**config.mk**
```make
export PLATFORM = sky130hd
export DESIGN_NAME = ctrl_eoc_regs
export DESIGN_NICKNAME = d
export VERILOG_FILES = /design/src/rtl/ctrl_eoc_pkg.sv /design/src/rtl/ctrl_eoc_wr_join.sv /design/src/rtl/ctrl_eoc_regs.sv
export SDC_FILE = /design/constraint.sdc
export NUM_CORES = 1
export LEC_CHECK = 0
export ABC_AREA = 1
export CAP_MARGIN = 20
export CORE_MARGIN = 2
export CORE_UTILIZATION = 40
export CTS_CLUSTER_SIZE = 28
export DETAILED_ROUTE_END_ITERATION = 6
export PLACE_DENSITY = 0.78
export REMOVE_ABC_BUFFERS = 1
export SYNTH_ARGS = -nofsm -noshare
export SYNTH_HDL_FRONTEND = slang
export SYNTH_HIERARCHICAL = 1
export SYNTH_SLANG_ARGS = --single-unit
```
**constraint.sdc**
```tcl
create_clock -name clk_i -period 1.7 [get_ports clk_i]
set_clock_uncertainty 0.05 [all_clocks]
set_input_delay 0.34 -clock clk_i [delete_from_list [all_inputs] [get_ports clk_i]]
set_output_delay 0.34 -clock clk_i [all_outputs]
set_load 0.02 [all_outputs]
```
**src/rtl/ctrl_eoc_pkg.sv**
```systemverilog
// ctrl_eoc_pkg: offsets, response codes, FSM/select enums and helpers
// for the EOC register block. CTRL_EOC_CYCLE_COUNTER_EN maps CYCLES.
package ctrl_eoc_pkg;

  localparam logic [4:0] EXIT_OFF    = 5'h00;
  localparam logic [4:0] SCRATCH_OFF = 5'h08;
  localparam logic [4:0] CYCLES_OFF  = 5'h10;
  localparam logic [4:0] STATUS_OFF  = 5'h18;

  localparam logic [1:0] RESP_OKAY   = 2'b00;
  localparam logic [1:0] RESP_SLVERR = 2'b10;

  typedef enum logic [2:0] {
    SEL_EXIT,
    SEL_SCRATCH,
    SEL_CYCLES,
    SEL_STATUS,
    SEL_NONE
  } reg_sel_e;

  typedef enum logic [2:0] {
    WR_IDLE,
    WR_AW_HELD,
    WR_W_HELD,
    WR_COMMIT,
    WR_RESP
  } wr_st_e;

  typedef enum logic {
    RD_IDLE,
    RD_RESP
  } rd_st_e;

  function automatic logic [63:0] apply_strb(
    input logic [63:0] old_v,
    input logic [63:0] new_v,
    input logic [7:0]  strb
  );
    logic [63:0] res;
    res = old_v;
    for (int i = 0; i < 8; i++) begin
      if (strb[i]) res[i*8 +: 8] = new_v[i*8 +: 8];
    end
    return res;
  endfunction

  function automatic reg_sel_e decode(
    input logic       hit,
    input logic [1:0] idx
  );
    reg_sel_e sel;
    sel = SEL_NONE;
    if (hit) begin
      unique case (idx)
        EXIT_OFF[4:3]:    sel = SEL_EXIT;
        SCRATCH_OFF[4:3]: sel = SEL_SCRATCH;
`ifdef CTRL_EOC_CYCLE_COUNTER_EN
        CYCLES_OFF[4:3]:  sel = SEL_CYCLES;
`endif
        STATUS_OFF[4:3]:  sel = SEL_STATUS;
        default:          sel = SEL_NONE;
      endcase
    end
    return sel;
  endfunction

endpackage

```
**src/rtl/ctrl_eoc_wr_join.sv**
```systemverilog
// ctrl_eoc_wr_join: holds AW and W independently, emits one commit pulse
// (o_commit + addr/data/strb) and owns b_valid until i_b_ready.
module ctrl_eoc_wr_join
  import ctrl_eoc_pkg::*;
#(
  parameter int unsigned AW = 64
) (
  input  logic          i_clk,
  input  logic          i_rst_n,
  input  logic          i_live,
  input  logic [AW-1:0] i_aw_addr,
  input  logic          i_aw_valid,
  output logic          o_aw_ready,
  input  logic [63:0]   i_w_data,
  input  logic [7:0]    i_w_strb,
  input  logic          i_w_valid,
  output logic          o_w_ready,
  input  logic          i_b_ready,
  output logic          o_b_valid,
  output logic          o_commit,
  output logic [AW-1:0] o_addr,
  output logic [63:0]   o_data,
  output logic [7:0]    o_strb
);

  wr_st_e r_st;
  wr_st_e w_st_nxt;
  logic   w_aw_hs;
  logic   w_w_hs;

  assign o_aw_ready = i_live &&
    (r_st == WR_IDLE || r_st == WR_W_HELD);
  assign o_w_ready  = i_live &&
    (r_st == WR_IDLE || r_st == WR_AW_HELD);
  assign w_aw_hs    = i_aw_valid && o_aw_ready;
  assign w_w_hs     = i_w_valid && o_w_ready;
  assign o_commit   = (r_st == WR_COMMIT);
  assign o_b_valid  = (r_st == WR_RESP);

  always_comb begin
    w_st_nxt = r_st;
    unique case (r_st)
      WR_IDLE: begin
        if (w_aw_hs && w_w_hs) w_st_nxt = WR_COMMIT;
        else if (w_aw_hs)      w_st_nxt = WR_AW_HELD;
        else if (w_w_hs)       w_st_nxt = WR_W_HELD;
      end
      WR_AW_HELD: if (w_w_hs)  w_st_nxt = WR_COMMIT;
      WR_W_HELD:  if (w_aw_hs) w_st_nxt = WR_COMMIT;
      WR_COMMIT:               w_st_nxt = WR_RESP;
      WR_RESP:  if (i_b_ready) w_st_nxt = WR_IDLE;
      default:                 w_st_nxt = WR_IDLE;
    endcase
  end

  always_ff @(posedge i_clk or negedge i_rst_n) begin
    if (!i_rst_n) begin
      r_st   <= WR_IDLE;
      o_addr <= '0;
      o_data <= '0;
      o_strb <= '0;
    end else begin
      r_st <= w_st_nxt;
      if (w_aw_hs) o_addr <= i_aw_addr;
      if (w_w_hs) begin
        o_data <= i_w_data;
        o_strb <= i_w_strb;
      end
    end
  end

endmodule

```
**src/rtl/ctrl_eoc_regs.sv**
```systemverilog
// ctrl_eoc_regs: AXI4-Lite EOC registers; exit_o = {code[62:0], done}.
// Ports: clk_i/rst_ni, AW/W/B/AR/R channels, exit_o. Macro: CTRL_EOC_CYCLE_COUNTER_EN.
module ctrl_eoc_regs
  import ctrl_eoc_pkg::*;
#(
  parameter int unsigned AxiAddrWidth = 64,
  parameter int unsigned AxiDataWidth = 64,
  parameter logic [63:0] BaseAddr     = 64'h0
) (
  input  logic                    clk_i,
  input  logic                    rst_ni,
  input  logic [AxiAddrWidth-1:0] aw_addr_i,
  input  logic                    aw_valid_i,
  output logic                    aw_ready_o,
  input  logic [AxiDataWidth-1:0] w_data_i,
  input  logic [7:0]              w_strb_i,
  input  logic                    w_valid_i,
  output logic                    w_ready_o,
  output logic [1:0]              b_resp_o,
  output logic                    b_valid_o,
  input  logic                    b_ready_i,
  input  logic [AxiAddrWidth-1:0] ar_addr_i,
  input  logic                    ar_valid_i,
  output logic                    ar_ready_o,
  output logic [AxiDataWidth-1:0] r_data_o,
  output logic [1:0]              r_resp_o,
  output logic                    r_valid_o,
  input  logic                    r_ready_i,
  output logic [63:0]             exit_o
);

  if (AxiDataWidth != 64) begin : g_bad_dw
    $error("ctrl_eoc_regs: AxiDataWidth must be 64");
  end

  logic                    r_live;
  logic                    w_commit;
  logic [AxiAddrWidth-1:0] w_wr_addr;
  logic [63:0]             w_wr_data;
  logic [7:0]              w_wr_strb;
  logic [63:0]             r_exit;
  logic [63:0]             r_scratch;
  logic [1:0]              r_bresp;
  logic [63:0]             w_exit_nxt;
  logic [63:0]             w_scr_nxt;
  logic [1:0]              w_bresp;
  logic [63:0]             w_cycles;
  logic [63:0]             w_rdata;
  logic [1:0]              w_rresp;
  logic                    w_locked;
  logic                    w_ar_hs;
  reg_sel_e                w_wr_sel;
  reg_sel_e                w_rd_sel;
  rd_st_e                  r_rd_st;
  rd_st_e                  w_rd_nxt;
  logic                    w_unused_lsb;

  // Holds every ready low until the first edge after reset release.
  always_ff @(posedge clk_i or negedge rst_ni) begin
    if (!rst_ni) r_live <= 1'b0;
    else         r_live <= 1'b1;
  end

  ctrl_eoc_wr_join #(
    .AW (AxiAddrWidth)
  ) u_wr_join (
    .i_clk      (clk_i),
    .i_rst_n    (rst_ni),
    .i_live     (r_live),
    .i_aw_addr  (aw_addr_i),
    .i_aw_valid (aw_valid_i),
    .o_aw_ready (aw_ready_o),
    .i_w_data   (w_data_i),
    .i_w_strb   (w_strb_i),
    .i_w_valid  (w_valid_i),
    .o_w_ready  (w_ready_o),
    .i_b_ready  (b_ready_i),
    .o_b_valid  (b_valid_o),
    .o_commit   (w_commit),
    .o_addr     (w_wr_addr),
    .o_data     (w_wr_data),
    .o_strb     (w_wr_strb)
  );

  assign w_unused_lsb = ^{w_wr_addr[2:0], ar_addr_i[2:0]};
  assign w_locked     = r_exit[0];

  assign w_wr_sel = decode(
    w_wr_addr[AxiAddrWidth-1:5] == BaseAddr[AxiAddrWidth-1:5],
    w_wr_addr[4:3]);
  assign w_rd_sel = decode(
    ar_addr_i[AxiAddrWidth-1:5] == BaseAddr[AxiAddrWidth-1:5],
    ar_addr_i[4:3]);

  always_comb begin
    w_exit_nxt = r_exit;
    w_scr_nxt  = r_scratch;
    w_bresp    = RESP_SLVERR;
    if (w_commit) begin
      unique case (w_wr_sel)
        SEL_EXIT: begin
          w_bresp = RESP_OKAY;
          if (!w_locked)
            w_exit_nxt = apply_strb(r_exit, w_wr_data, w_wr_strb);
        end
        SEL_SCRATCH: begin
          w_bresp   = RESP_OKAY;
          w_scr_nxt = apply_strb(r_scratch, w_wr_data, w_wr_strb);
        end
        default: w_bresp = RESP_SLVERR;
      endcase
    end
  end

  always_ff @(posedge clk_i or negedge rst_ni) begin
    if (!rst_ni) begin
      r_exit    <= '0;
      r_scratch <= '0;
      r_bresp   <= RESP_OKAY;
    end else begin
      r_exit    <= w_exit_nxt;
      r_scratch <= w_scr_nxt;
      if (w_commit) r_bresp <= w_bresp;
    end
  end

  assign exit_o   = r_exit;
  assign b_resp_o = r_bresp;

`ifdef CTRL_EOC_CYCLE_COUNTER_EN
  logic [63:0] r_cycles;

  // Stops on the same edge that sets the lock bit.
  always_ff @(posedge clk_i or negedge rst_ni) begin
    if (!rst_ni)             r_cycles <= '0;
    else if (!w_exit_nxt[0]) r_cycles <= r_cycles + 64'd1;
  end

  assign w_cycles = r_cycles;
`else
  assign w_cycles = '0;
`endif

  always_comb begin
    w_rdata = '0;
    w_rresp = RESP_SLVERR;
    unique case (w_rd_sel)
      SEL_EXIT: begin
        w_rdata = r_exit;
        w_rresp = RESP_OKAY;
      end
      SEL_SCRATCH: begin
        w_rdata = r_scratch;
        w_rresp = RESP_OKAY;
      end
      SEL_CYCLES: begin
        w_rdata = w_cycles;
        w_rresp = RESP_OKAY;
      end
      SEL_STATUS: begin
        w_rdata = {63'd0, w_locked};
        w_rresp = RESP_OKAY;
      end
      default: w_rresp = RESP_SLVERR;
    endcase
  end

  assign ar_ready_o = r_live && (r_rd_st == RD_IDLE);
  assign r_valid_o  = (r_rd_st == RD_RESP);
  assign w_ar_hs    = ar_valid_i && ar_ready_o;

  always_comb begin
    w_rd_nxt = r_rd_st;
    unique case (r_rd_st)
      RD_IDLE: if (w_ar_hs)   w_rd_nxt = RD_RESP;
      RD_RESP: if (r_ready_i) w_rd_nxt = RD_IDLE;
      default:                w_rd_nxt = RD_IDLE;
    endcase
  end

  // Sampled before this edge's commit lands, so a same-edge write is unseen.
  always_ff @(posedge clk_i or negedge rst_ni) begin
    if (!rst_ni) begin
      r_rd_st  <= RD_IDLE;
      r_data_o <= '0;
      r_resp_o <= RESP_OKAY;
    end else begin
      r_rd_st <= w_rd_nxt;
      if (w_ar_hs) begin
        r_data_o <= w_rdata;
        r_resp_o <= w_rresp;
      end
    end
  end

endmodule

```
== Word-level counts from Yosys, hierarchy flattened ==
Index checks and enable logic that the tools add are counted.

* Register bits after elaboration: 337
* Latch bits: 0
* Bits in writable memories: 0
* Bits in read-only memories: 0
* Input port bits: 207
* Output and inout bits: 137
* Memories: 0

* Add/sub/neg operators: 0
* Multipliers: 0
* Div/mod/pow operators: 0
* Magnitude comparators: 0
* Eq/ne operators: 16
* Shifts and indexed selects: 0
* Mux-type cells: 19
* Bitwise operators: 2
* Reductions and logical operators: 36

{| class="wikitable"
|+ Operators with widths
! kind !! count
|-
| $pmux 64 s3 || 1
|-
| $logic_not 59->1 || 2
|-
| $reduce_and 4->1 || 9
|-
| $mux 3 || 8
|-
| $reduce_and 3->1 || 8
|-
| $pmux 3 s3 || 2
|-
| $pmux 3 s5 || 1
|-
| $eq 3x2->1 const B || 4
|-
| $eq 3x1->1 const B || 3
|-
| $logic_not 3->1 || 3
|-
| $logic_and 1x1->1 || 7
|-
| $ne 2x1->1 const B || 3
|-
| $eq 2x1->1 const B || 2
|-
| $eq 2x2->1 const B || 2
|-
| $logic_not 2->1 || 2
|-
| $mux 1 || 4
|-
| $mux 2 || 2
|-
| $ne 4x2->1 const B || 1
|-
| $reduce_or 4->1 || 1
|-
| $eq 3x3->1 const B || 1
|-
| $logic_or 1x1->1 || 2
|-
| $not 1->1 || 2
|-
| $pmux 1 s2 || 1
|-
| $reduce_and 2->1 || 1
|-
| $reduce_or 2->1 || 1
|}

== Depth between registers and ports, before layout ==
Gate-level depths: netlist of the first run.

* Depth in word-level cells: 8
* Gate-level depth with buffers: 12

== Hierarchy ==
The synthesis of the first run kept the hierarchy.

{| class="wikitable"
|+ Modules (own cells, without submodules)
! module !! instances !! cells each !! area each (µm²) !! sequential area each (µm²)
|-
| ctrl_eoc_regs || 1 || 1,129 || 9,681.8 || 4,904.7
|-
| ctrl_eoc_wr_join || 1 || 459 || 5,674.2 || 3,478.3
|}

== Least setup slack after synthesis of the first run ==
OpenSTA, ideal clock, no wires.

* Path kind: reg2reg
* From: reg r_rd_st, in the netlist r_valid_o
* To: reg r_data_o[10]
* Arrival time: 1.687 ns
* Setup slack: -0.102 ns
* Stages on the path, launching flop included: 7
* Buffers on the path: 1
* Clock period less this slack: 1.802 ns
* Cells stage by stage: dfrtp_1 nor2_1 nand2_1 nor3_4 buf_2 nand2_1 nand2_1

* Word-level cells in the longest chain between the ends: 3

{| class="wikitable"
|+ RTL lines
! item !! line !! source
|-
| start: declaration || ctrl_eoc_regs.sv:54 || <nowiki>rd_st_e r_rd_st;</nowiki>
|-
| start signal: assignment || ctrl_eoc_regs.sv:188 || <nowiki>r_rd_st <= w_rd_nxt;</nowiki>
|-
| $not 1->1 || - ||
|-
| $logic_and 1x1->1 || ctrl_eoc_regs.sv:168 || <nowiki>assign ar_ready_o = r_live && (r_rd_st == RD_IDLE);</nowiki>
|-
| via ar_ready_o || ctrl_eoc_regs.sv:24 || <nowiki>output logic ar_ready_o,</nowiki>
|-
| $logic_and 1x1->1 || ctrl_eoc_regs.sv:170 || <nowiki>assign w_ar_hs = ar_valid_i && ar_ready_o;</nowiki>
|-
| end signal: assignment || ctrl_eoc_regs.sv:190 || <nowiki>r_data_o <= w_rdata;</nowiki>
|-
| end: declaration || ctrl_eoc_regs.sv:25 || <nowiki>output logic [AxiDataWidth-1:0] r_data_o,</nowiki>
|}

The timed path passes the listed nets, and every way through them passes these cells.
A chain may end at the register's enable or synchronous reset.

== Worst setup path in the final report of the first run ==
* From: reg u_wr_join.o_addr[29]
* To: reg r_scratch[51]

* Word-level cells in the longest chain between the ends: 4

{| class="wikitable"
|+ RTL lines
! item !! line !! source
|-
| start: declaration || ctrl_eoc_wr_join.sv:21 || <nowiki>output logic [AW-1:0] o_addr,</nowiki>
|-
| start signal: assignment || ctrl_eoc_wr_join.sv:64 || <nowiki>if (w_aw_hs) o_addr <= i_aw_addr;</nowiki>
|-
| $logic_not 59->1 || ctrl_eoc_regs.sv:89 || <nowiki>w_wr_addr[AxiAddrWidth-1:5] == BaseAddr[AxiAddrWidth-1:5],</nowiki>
|-
| $mux 3 || ctrl_eoc_pkg.sv:53 || <nowiki>if (hit) begin</nowiki>
|-
| $eq 3x1->1 || ctrl_eoc_regs.sv:100 || <nowiki>unique case (w_wr_sel)</nowiki>
|-
| $reduce_and 3->1 (no source line) || - ||
|-
| end signal: assignment || ctrl_eoc_regs.sv:122 || <nowiki>r_scratch <= w_scr_nxt;</nowiki>
|-
| end: declaration || ctrl_eoc_regs.sv:42 || <nowiki>logic [63:0] r_scratch;</nowiki>
|}

No other way between the ends.

==> flow_results.org, run 1 <==
** Run status
- Outcome :: finished with violations
- The final reports fail on negative setup slack.

** Synth
- Post-Syn Area per Cell :: 9.665 µm²
- The mapped netlist covers ~15000 µm².
- The cell count after synthesis came out at roughly 1600.
- During synthesis, Yosys emitted a total of 6 warnings.

** Route
- WL/cell :: 20.39 µm
- The first routing iteration left approximately 760 violations.
- Total length of routed wires :: 51840 µm
- Summing over every cut layer, the via total after detailed routing is roughly 13000.
- Dividing the detail-routed via count by the number of cells gives 5.138.
- In the routed design, unresolved DRC markers number 0.
- The first detailed-routing pass ran for 5 iterations.
- Residual antenna-violating net count after detailed routing :: 0

** Global routing
- Remaining global-route overflow :: 0
- Wire length of the first global-routing pass :: 72140 µm
- The number of antenna violations at the first check in global routing was 1.
- Entering global routing, the biggest net connects 61 pins.
- The number of global-route vias before repair was ~13000.
- Global routing used 23.75% of the available tracks across all layers.

** Timing
- Setup-violating endpoint count in the final report :: 197
- F_max :: approximately 500 MHz
- Subtracting the final worst setup slack from the clock period gives around 2.0 ns.
- Setup slack on the critical path of the routed design comes to -0.2555 ns.
- Actual slew at the worst max-slew pin :: 0.6376 ns
- The worst pin sits at a relative slew slack of 57.10%.
- Count of final hold-check violations :: 0
- The worst path uses 115.0% of the clock period.
- Final slew viol count :: 0
- Setup repair after global routing could not meet its margin everywhere.
- Across all hold checks on the routed design, the worst slack comes to between 0.2 and 0.3 ns.

** Floorplan
- Area of the core region :: ~38000 µm²
- Initial Util :: 40.54%
- Chip Height :: 199.1 µm
- Die width :: 199.1 µm
- The die covers slightly below 40000 µm².
- I/O pins :: between 300 and 400
- The floorplan has 71 rows.

** Placement
- Port Buffer Count :: approximately 340
- Final GP Congestion :: 0.8094
- DP Cell Count :: 2400
- Placed wire-length estimate :: around 28000 µm

** Job
- Maximum Capacitance Violations :: 0

** Critical path
- Endpoint of the worst register-to-register path :: r_scratch[51]
- The worst register-to-register path has a setup slack of -0.26 ns.
- Worst Setup End Kind :: flop
- The worst setup path is launched from a flop.
- Along the worst path, the maximum fanout reaches 8.
- STA puts the critical path data required time at ~2 ns.
- The worst register-to-register path begins at u_wr_join/o_addr[29].
- Worst reg2reg path depth :: 11
- Crit Path Category :: reg2reg
- At the worst endpoint, the arrival time is around 2.3 ns.

** Power and ir drop
- Relative contribution of sequential cells to total power :: between 40% and 50%
- In this run switching power makes up about a third of total power.
- Total Power :: 25.96 mW
- The worst-case IR drop observed on VDD is slightly below 0.0007 V.
- Per report_power, the clock group accounts for about a third of the total.
- Leakage power summed over all cells :: ~12 nW
- Combinational Power Share :: a little over a quarter
- Dividing total power by cell area gives a power density of 1135 nW/µm².
- Internal portion of total power :: 17.77 mW
- The analysis attributes to net switching a power of 8.190 mW.

** Finish
- The finished layout holds ~2500 standard cells, fillers aside.
- The post-route netlist has 36.11% of its cells at a drive strength greater than 1.
- Final nets :: between 2000 and 2500
- Once layout is complete, the utilization of the core stands at between 60% and 70%.
- Compared with the post-synthesis result, the final layout area differs by 50.18%.

** Clocking
- Clock-pin slew was measured on the worst setup and hold paths at 0.06 ns.
- TritonCTS clock tree :: yes
- Clock buffer count from CTS :: 39
- H-tree depth reported by CTS :: 2
- Clk_lat worst skew :: 0.52 ns
- For this design, the sink count on the clock tree is 332.
- Clock Tree Root :: sky130_fd_sc_hd__clkbuf_16
- The clock passes through at most 3 buffers.

** Hold path
- Hold crit path type :: in2async
## stage by stage
step | cell area [µm²] | setup WS (ns) | TNS [ns]
3_3_place_gp | 19410 | -0.6434 | -73.07
3_5_place_dp | 19410 | -0.7022 | -79.23
2_1_floorplan | 14650 | -1.878 | -262.60
4_1_cts | 21530 | -0.2980 | -29.64
6_report | 22880 | -0.2555 | -32.60
5_1_grt | 22870 | -0.3891 | -55.59
## repair_timing
| item | 4_1_cts | 5_1_grt |
|---|---|---|
| resized for setup | 341 | 290 |
| hold endpoints to repair | 32 | 0 |
| gates cloned | 24 | 24 |
| setup buffers | 16 | 16 |
| setup endpoints to repair | 327 | 369 |
| hold buffers | 1 | 0 |
| pin swaps | 29 | 125 |
## sequential cells by signal (all words and copies together), names as in the netlist
register	cells
exit_o	64
r_data_o	64
u_wr_join/o_strb	8
r_live	1
r_valid_o	1
r_resp_o	1
u_wr_join/o_addr	61
b_resp_o	1
r_scratch	64
u_wr_join/r_st	3
u_wr_join/o_data	64
## power groups by stage
stage / clock network, mW / registers (mW) / logic (mW)
global route: 9.09 / 10.8 / 7.34
detailed placement: 0 / 10.6 / 5.68
global placement: 0 / 10.5 / 5.46
floorplan: 0 / 10.4 / 3.68
finish: 8.56 / 10.7 / 6.75
CTS: 8.70 / 10.6 / 6.00
## worst max-delay path by stage
stage | from | endpoint | slack (ns)
final | u_wr_join/o_addr[29] | r_scratch[51] | -0.26
after global routing | u_wr_join/o_addr[29] | r_scratch[57] | -0.39
after CTS | u_wr_join/r_st[1] | aw_ready_o | -0.30
after detailed placement | ar_addr_i[23] | r_data_o[34] | -0.70
after global placement | ar_addr_i[23] | r_data_o[20] | -0.64
after floorplan | r_valid_o | r_data_o[0] | -1.88
## cells in the final DEF, fill, tap and decap left out, types with 49 or more instances in the layout
cell and instances:
sky130_fd_sc_hd__nand2_4 49, sky130_fd_sc_hd__mux2_2 72, sky130_fd_sc_hd__nand2_1 288, sky130_fd_sc_hd__clkbuf_16 61, sky130_fd_sc_hd__clkdlybuf4s50_1 147, sky130_fd_sc_hd__o21ai_2 176
sky130_fd_sc_hd__dlygate4sd2_1 133, sky130_fd_sc_hd__nand2_2 162, sky130_fd_sc_hd__nor2_1 73, sky130_fd_sc_hd__dfrtp_1 329, sky130_fd_sc_hd__inv_1 143, sky130_fd_sc_hd__nand3_1 122
## per-layer routing
layer / track usage (%) / part of all wire [%] / vias up / wire [µm]
li1: - / - / 5935 / -
met1: 29.41 / 40 / 6456 / 20510
met2: 40.71 / 49 / 581 / 25450
met3: 6.042 / 9.0 / 90 / 4676
met4: 7.352 / 2.3 / 0 / 1206
met5: 0 / 0 / - / 0
## critical path, cell delays in order, from the launching register on
cell and delay (ns):
sky130_fd_sc_hd__dfrtp_1 0.40, sky130_fd_sc_hd__nor2_1 0.10, sky130_fd_sc_hd__nand2_1 0.06, sky130_fd_sc_hd__nor2_1 0.11, sky130_fd_sc_hd__nand2_1 0.09, sky130_fd_sc_hd__nor2_4 0.15, sky130_fd_sc_hd__nand2_4 0.11, sky130_fd_sc_hd__nor2_8 0.19
sky130_fd_sc_hd__clkbuf_16 0.22, sky130_fd_sc_hd__nand3_4 0.17, sky130_fd_sc_hd__nand2_2 0.12, sky130_fd_sc_hd__o21ai_2 0.05
## layout make-up
cell class	instances	area [µm²]
well taps	511	639.4
fillers	2956	14700
repair buffers	451	5060
diodes	1	2.502
multi-input cells	1032	6962
repair inverters	1	11.26
flip-flops and latches	332	8312
clock buffers	57	1156
clock inverters	9	151.4
inverters	148	581.8
No activity file was read; power rests on OpenSTA's default activity.
==> run 2: changes to the inputs <==
--- a/config.mk
+++ b/config.mk
@@ -6,13 +6,13 @@
 export NUM_CORES = 1
 export LEC_CHECK = 0
 export ABC_AREA = 1
-export CAP_MARGIN = 20
+export CAP_MARGIN = 30
 export CORE_MARGIN = 2
 export CORE_UTILIZATION = 40
-export CTS_CLUSTER_SIZE = 28
 export DETAILED_ROUTE_END_ITERATION = 6
 export PLACE_DENSITY = 0.78
 export REMOVE_ABC_BUFFERS = 1
+export SLEW_MARGIN = 5
 export SYNTH_ARGS = -nofsm -noshare
 export SYNTH_HDL_FRONTEND = slang
 export SYNTH_HIERARCHICAL = 1
==> results of run 2 <==
The final DEF is identical to that of run 1; final timing and power are the same.
==> run 3: changes to the inputs <==
--- a/config.mk
+++ b/config.mk
@@ -6,7 +6,7 @@
 export NUM_CORES = 1
 export LEC_CHECK = 0
 export ABC_AREA = 1
-export CAP_MARGIN = 30
+export CAP_MARGIN = 20
 export CORE_MARGIN = 2
 export CORE_UTILIZATION = 40
 export DETAILED_ROUTE_END_ITERATION = 6
==> results of run 3 <==
The final DEF is identical to that of run 1; final timing and power are the same.
